[config.mk]
export PLATFORM = sky130hd
export DESIGN_NAME = word_gather8x16
export DESIGN_NICKNAME = d
export VERILOG_FILES = /design/src/rtl/word_gather8x16_pkg.sv /design/src/rtl/word_gather8x16_gather_slot16.sv /design/src/rtl/word_gather8x16.sv
export SDC_FILE = /design/constraint.sdc
export NUM_CORES = 1
export LEC_CHECK = 0
export ABC_AREA = 0
export BUFFER_PORTS_ARGS = -buffer_cell sky130_fd_sc_hd__clkbuf_2
export CAP_MARGIN = 10
export CORE_ASPECT_RATIO = 0.8
export CORE_MARGIN = 10
export CORE_UTILIZATION = 45
export CTS_CLUSTER_DIAMETER = 60
export CTS_CLUSTER_SIZE = 16
export DETAILED_ROUTE_END_ITERATION = 8
export GPL_TIMING_DRIVEN = 0
export HOLD_SLACK_MARGIN = 0.06
export PLACE_DENSITY_LB_ADDON = 0.12
export SLEW_MARGIN = 20
export SYNTH_ARGS = -nofsm -noshare
export SYNTH_HDL_FRONTEND = slang
export SYNTH_SLANG_ARGS = --single-unit
[constraint.sdc]
create_clock -name clk -period 7.5 [get_ports clk]
set_clock_uncertainty 0.05 [all_clocks]
set_input_delay 0.75 -clock clk [delete_from_list [all_inputs] [get_ports clk]]
set_output_delay 0.75 -clock clk [all_outputs]
set_load 0.005 [all_outputs]
[src/rtl/word_gather8x16_pkg.sv]
// Shared constants and state encoding for the 8x16 word gatherer.
package word_gather8x16_pkg;

    localparam int WIDTH   = 16;
    localparam int DEPTH   = 8;
    localparam int COUNT_W = 4;

    // All-ones is the identity for AND, so padded slots do not disturb the reduction.
    localparam logic [WIDTH-1:0] PAD_WORD = 16'hFFFF;

    typedef enum logic {
        FILL = 1'b0,
        HOLD = 1'b1
    } state_e;

endpackage

[src/rtl/word_gather8x16_gather_slot16.sv]
// One bundle slot: a word register that loads either the incoming word or the pad word.
module gather_slot16
    import word_gather8x16_pkg::*;
(
    input  logic             clk,
    input  logic             rst,
    input  logic             we_i,
    input  logic             pad_i,
    input  logic [WIDTH-1:0] data_i,
    output logic [WIDTH-1:0] q_o
);

    logic [WIDTH-1:0] slot_q;
    logic [WIDTH-1:0] slot_d;

    assign slot_d = pad_i ? PAD_WORD : data_i;
    assign q_o    = slot_q;

    // Slot storage; contents persist across bundles until overwritten.
    always_ff @(posedge clk or posedge rst) begin
        if (rst) begin
            slot_q <= '0;
        end else if (we_i) begin
            slot_q <= slot_d;
        end
    end

endmodule

[src/rtl/word_gather8x16.sv]
// Packs eight serially received 16-bit words into a registered 128-bit bundle,
// with an early flush that pads the remaining slots with all-ones.
module word_gather8x16 #(
    parameter int WIDTH = word_gather8x16_pkg::WIDTH,
    parameter int DEPTH = word_gather8x16_pkg::DEPTH
) (
    input  logic                                    clk,
    input  logic                                    rst,
    input  logic [WIDTH-1:0]                        in_data,
    input  logic                                    in_valid,
    output logic                                    in_ready,
    input  logic                                    flush,
    output logic [WIDTH*DEPTH-1:0]                  out_bus,
    output logic                                    out_valid,
    input  logic                                    out_ready,
    output logic [word_gather8x16_pkg::COUNT_W-1:0] count
);

    import word_gather8x16_pkg::*;

    localparam logic [COUNT_W-1:0] FULL = COUNT_W'(DEPTH);

    state_e             state_q, state_d;
    logic [COUNT_W-1:0] count_q, count_d;
    logic [COUNT_W-1:0] cnt_acc;
    logic               accept;
    logic               do_flush;
    logic [DEPTH-1:0]   slot_we;
    logic [DEPTH-1:0]   slot_pad;

    assign count = count_q;

    // State and word-count registers.
    always_ff @(posedge clk or posedge rst) begin
        if (rst) begin
            state_q <= FILL;
            count_q <= '0;
        end else begin
            state_q <= state_d;
            count_q <= count_d;
        end
    end

    // Next state, handshake outputs and per-slot write/pad decode.
    always_comb begin
        state_d   = state_q;
        count_d   = count_q;
        in_ready  = 1'b0;
        out_valid = 1'b0;
        accept    = 1'b0;
        do_flush  = 1'b0;
        cnt_acc   = count_q;
        slot_we   = '0;
        slot_pad  = '0;
        case (state_q)
            FILL: begin
                in_ready = 1'b1;
                accept   = in_valid;
                cnt_acc  = count_q + COUNT_W'(accept);
                // An empty bundle ignores flush; a same-cycle 8th word fills it normally.
                do_flush = flush && (count_q != '0) && (cnt_acc != FULL);
                for (int k = 0; k < DEPTH; k++) begin
                    if (accept && (count_q == COUNT_W'(k))) begin
                        slot_we[k] = 1'b1;
                    end else if (do_flush && (COUNT_W'(k) >= cnt_acc)) begin
                        slot_we[k]  = 1'b1;
                        slot_pad[k] = 1'b1;
                    end
                end
                if ((cnt_acc == FULL) || do_flush) begin
                    state_d = HOLD;
                    count_d = FULL;
                end else begin
                    count_d = cnt_acc;
                end
            end
            HOLD: begin
                out_valid = 1'b1;
                if (out_ready) begin
                    state_d = FILL;
                    count_d = '0;
                end
            end
            default: begin
                state_d = FILL;
                count_d = '0;
            end
        endcase
    end

    for (genvar g = 0; g < DEPTH; g++) begin : g_slot
        gather_slot16 u_slot (
            .clk    (clk),
            .rst    (rst),
            .we_i   (slot_we[g]),
            .pad_i  (slot_pad[g]),
            .data_i (in_data),
            .q_o    (out_bus[g*WIDTH +: WIDTH])
        );
    end

endmodule
==> Word-level counts from Yosys, hierarchy flattened <==
Cells that the tools add are included.
{ "op_classes": {"add_sub_neg": 1, "n_mul": 0, "n_div": 0, "order_cmp": 8, "n_eq_ne": 10, "shift": 0, "muxes": 42, "bitwise": 1, "reduce_logical": 21} }
{ "op_table": {"columns": ["op", "n"], "rows": [
  ["$mux 16", 8],
  ["$mux 1", 28],
  ["$logic_and 1x1->1", 18],
  ["$eq 4x3->1 const B", 4],
  ["$ge 3x4->1 const A", 4],
  ["$mux 8", 2],
  ["$eq 4x2->1 const B", 2],
  ["$ge 1x4->1 const A", 2],
  ["$ge 2x4->1 const A", 2],
  ["$mux 4", 2],
  ["$pmux 4 s2", 1],
  ["$add 4x1->4", 1],
  ["$eq 4x1->1 const B", 1],
  ["$eq 4x4->1 const B", 1],
  ["$logic_not 4->1", 1],
  ["$ne 4x4->1 const B", 1],
  ["$reduce_bool 4->1", 1],
  ["$ne 2x2->1 const B", 1],
  ["$pmux 1 s2", 1],
  ["$logic_or 1x1->1", 1],
  ["$not 1->1", 1]
]} }
{ "word_totals": {"register_bits": 133, "latch_bits": 0, "mem_bits_rw": 0, "rom_bits": 0, "in_bits": 21, "wordCells": 93, "n_memories": 0} }

==> Longest topological paths before layout <==
{ "logic_depth": {"ltp_word": 8, "mapped_depth": 8, "ltp_nobuf": 6} }

==> By module <==
A second synthesis with hierarchy kept.
{ "hier_totals": {"hier_cells": 387, "area_unflattened_um2": 5373.9} }
{ "modules_own_cells": {"columns": ["mod", "n_inst", "cells_per_inst", "area_each_um2", "seq_area_each_um2"], "rows": [
  ["gather_slot16", 8, 38, 596.8, 400.4],
  ["word_gather8x16", 1, 83, 599.3, 125.1]
]} }

==> Worst setup path after synthesis <==
Ideal clock, no wire load.
{ "synth_path": {"path_kind": "input port to flip-flop", "from": "input in_valid", "to": "register g_slot[0].u_slot.slot_q[0]", "setup_ns": 0.065, "arrival_time_ns": 2.481, "t_required_ns": 7.385, "slack_ns": 4.904, "cell_stages": 8, "path_buffers": 2, "path_cell_list": "ha_1 ha_1 clkbuf_1 xnor2_1 nand2_1 o41ai_4 buf_6 o22a_1"} }
{ "synth_via": {"elab_chain_cells": 8, "word_cells_on_any_way": 12, "cone_classes": "add/sub (1); order compare (1); eq/ne (1); mux (6); reduce/logical (3)"} }
{ "synth_lines": {"columns": ["item", "line", "rtl"], "rows": [
  ["from (decl)", "word_gather8x16.sv:10", "input logic in_valid,"],
  ["branches (longest 8 deep; another with $add 4x1->4)", null, null],
  ["to (signal assigned)", "word_gather8x16_gather_slot16.sv:24", "slot_q <= slot_d;"],
  ["to (decl)", "word_gather8x16_gather_slot16.sv:13", "logic [WIDTH-1:0] slot_q;"]
]} }
Several ways; the timed one is not identified.
A chain may end at the register's enable or synchronous reset.

==> Final worst setup path <==
{ "layout_path": {"from": "register count_q[0], in the netlist count[0]", "to": "register g_slot[0].u_slot.slot_q[9]"} }
{ "layout_via": {"elab_chain_cells": 8, "word_cells_on_any_way": 15, "cone_classes": "add/sub (1); order compare (1); eq/ne (1); mux (6); reduce/logical (6)"} }
{ "layout_lines": {"columns": ["item", "line", "rtl"], "rows": [
  ["from (decl)", "word_gather8x16.sv:24", "logic [COUNT_W-1:0] count_q, count_d;"],
  ["from (signal assigned)", "word_gather8x16.sv:40", "count_q <= count_d;"],
  ["branches (longest 8 deep; another with $add 4x1->4)", null, null]
]} }
Several ways; the timed one is not identified.

==> impl_results.md <==
- CP Cell Sequence: ha_1, ha_1, clkbuf_1, xnor2_1, nand2_1, o41ai_4, buf_6, o22a_1
- Drt wl/cell: 22.0 um
- Clock Tree Root: clkbuf_16
- Final-report hold violation count: 0
- Setup crit end kind: flop
- Vias/cell: 5.83
- Antenna viol nets, final: 0
- Setup CP Type: flop to flop
- Share of flip-flops with an asynchronous set or reset: 100%
- Initial antenna violation count: 0
- Slew HR: 53.0%
- MaxCap Viol Count: 0
- Final net count: 665
- CTS tree: done
- GRT Overall Usage: 20.8%
- Placer Congestion: 0.879
- Hold buffer count at cts: 0
- Cell at the slowest stage of the critical path: o41ai_4
- Detailed Route WL: 17800 um
- Vias: 4705
- Most area-hungry cell type in the Yosys netlist: dfrtp_1
- Place WS: 4280 ps
- Min Tclk post-route: 2870 ps
- Die Area: 17100 um2
- Cells on worst reg2reg path: 8
- Vias in the first global route: 4815
- DRT Pass-1 Iters: 5
- DRC viols: 0
- Setup crit start kind: flop
- Finish-stage setup viols: 0
- Final WS setup: 4630 ps
- Core footprint: 12100 um2
- Clock transition at the registers of the reported paths: 60 ps
- Worst slew pin tran: 704 ps
- Most common cell in the netlist: dfrtp_1
- Clk buf depth: 2
- Top post-synthesis cells by count: dfrtp_1, o22a_1, nor2_1, a21oi_1, o22ai_1
- Ant diodes: 0
- Main synth FF type: dfrtp_1
- VDD IR-drop max: 0.198 mV
- DR iter-0 viols: 375
- Internal reg-to-reg setup slack: 4630 ps
- CP Launch Point: count[0]
- Synth Register Bits: 133
- Io pins: 155
- Yosys warnings: 0
- Post-synth EDFFs: 0
- Leakage power: 0.00299 uW
- CP endpoint: g_slot[0].u_slot.q_o[9]
- Area grow syn2layout: 28.5%
- Power Density: 435 nW/um2
- Max stage delay on crit path: 560 ps
- Crit-path max FO: 10
- Worst path arrival time: 3180 ps
- Reg-to-Reg End: g_slot[0].u_slot.q_o[9]
- Synth top area share: 60.5%
- Cts bufs inserted: 17
- First-pass GRT wire length: 27700 um
- Die Y-Extent: 119 um
- Mapped Avg Cell Area: 11.4 um2
- Top area cells in the synthesized netlist: dfrtp_1, o22a_1, a21oi_1, o22ai_1, nor2_1
- Post-Syn Area: 5500 um2
- Htree depth: 4
- Overflow left after global routing: 0
- Post-CTS setup buffers: 0
- Achievable frequency: 348 MHz
- Final period utilization: 38.3%
- Largest net degree at the start of global routing: 70
- Worst-Skew Late Latency: 420 ps
- Horiz. Die Dim: 144 um
- Share of cells above drive strength 1: 29.3%
- Number of port buffers: 139
- CP required: 7810 ps
- Yosys cell types: 43
- Rows: 36
- Placed cell areas: 6420 um2
- Outcome: finished clean
- RSZ-0062 raised after global routing: false
- Post-synthesis net count: 506
- Final setup TNS: 0 ps
- Worst Hold Class: input pin to async pin
- Part of the Yosys area used for sequential elements: 60.5%
- Gate count after technology mapping: 483
- Starting Density: 45.6%
- Detailed placement HPWL: 12600 um
- Crit-path most repeated cell: ha_1
- Final instance area: 7070 um2
- Cts repair resizes: 0
- Clock sink count: 133
- Pins over their slew limit: 0
- FF-to-FF Start: count[0]
[worst min path at each step]
| stage | from | to | cells after the start |
|---|---|---|---|
| floorplan | g_slot[0].u_slot.q_o[0] | g_slot[0].u_slot.q_o[0] | 1 |
| global placement | g_slot[7].u_slot.q_o[9] | g_slot[7].u_slot.q_o[9] | 1 |
| detailed placement | g_slot[1].u_slot.q_o[9] | g_slot[1].u_slot.q_o[9] | 1 |
| CTS | rst | g_slot[1].u_slot.q_o[4] | 2 |
| global route | rst | g_slot[1].u_slot.q_o[1] | 2 |
| finish | rst | g_slot[1].u_slot.q_o[4] | 2 |
[area by class of cell]
class	instances	area (um2)
Inverter	5	26.3
Fill cell	1063	5000
Clock buffer	25	505
Clock inverter	7	141
Sequential cell	133	3330
Multi-Input combinational cell	296	1950
Buffer	49	209
Timing Repair Buffer	140	723
Tap cell	152	190
[layout by cell type, fill, tap and decap left out, types with 7 or more instances in the layout]
| cell type | n |
|---|---|
| clkbuf_16 | 17 |
| buf_1 | 16 |
| o2bb2ai_1 | 7 |
| o22ai_1 | 40 |
| nand3_1 | 7 |
| clkbuf_2 | 139 |
| dfrtp_1 | 133 |
| a21oi_1 | 53 |
| buf_2 | 11 |
| clkbuf_1 | 23 |
| nor2_1 | 60 |
| o22a_1 | 80 |
[worst max-delay path, delay by kind of cell (launching register included)]
family / cells / cell delay (ps)
AO/OA/AOI/OAI: 2 / 700
adder cells (fa/ha/maj): 2 / 540
flip-flops: 1 / 480
buffers and inverters: 2 / 390
XOR/XNOR: 1 / 390
AND/OR/NAND/NOR: 1 / 250
[cells by family after synthesis]
logic type	after synthesis	synth area share, %
DFF	133	60.5
adders and majority gates	2	0.455
buffers and inverters	54	4.14
and+or+nand+nor	91	7.64
AOI/OAI and AO/OA	201	27.0
xor gates and xnor gates	2	0.318
[power by group]
group,switching (uW),internal (uW)
clock,307,601
sequential,174,955
combinational,563,479
total,1040,2030
[flip-flops by register name (all words and copies together), names as in the netlist]
register	flops
count	4
g_slot.u_slot.q_o	128
state_q	1
[through the flow]
step           utilization, %  power (uW)  cells  hold WS [ps]
2_1_floorplan               -        1720    483           434
3_3_place_gp             52.9        2140    774           421
3_5_place_dp             53.2        2180    775           426
4_1_cts                  58.6        3090    807           330
5_1_grt                  58.6        3260    807           335
6_report                 58.6        3080    807           311
[routing by layer]
| metal | wire length (um) | up-vias | GRT usage [%] |
|---|---|---|---|
| li1 | - | 2128 | - |
| met1 | 7580 | 2371 | 26.3 |
| met2 | 8190 | 185 | 31.6 |
| met3 | 1750 | 21 | 8.38 |
| met4 | 255 | 0 | 7.39 |
| met5 | 0 | - | 0 |
Power figures use the tool's default switching activity.
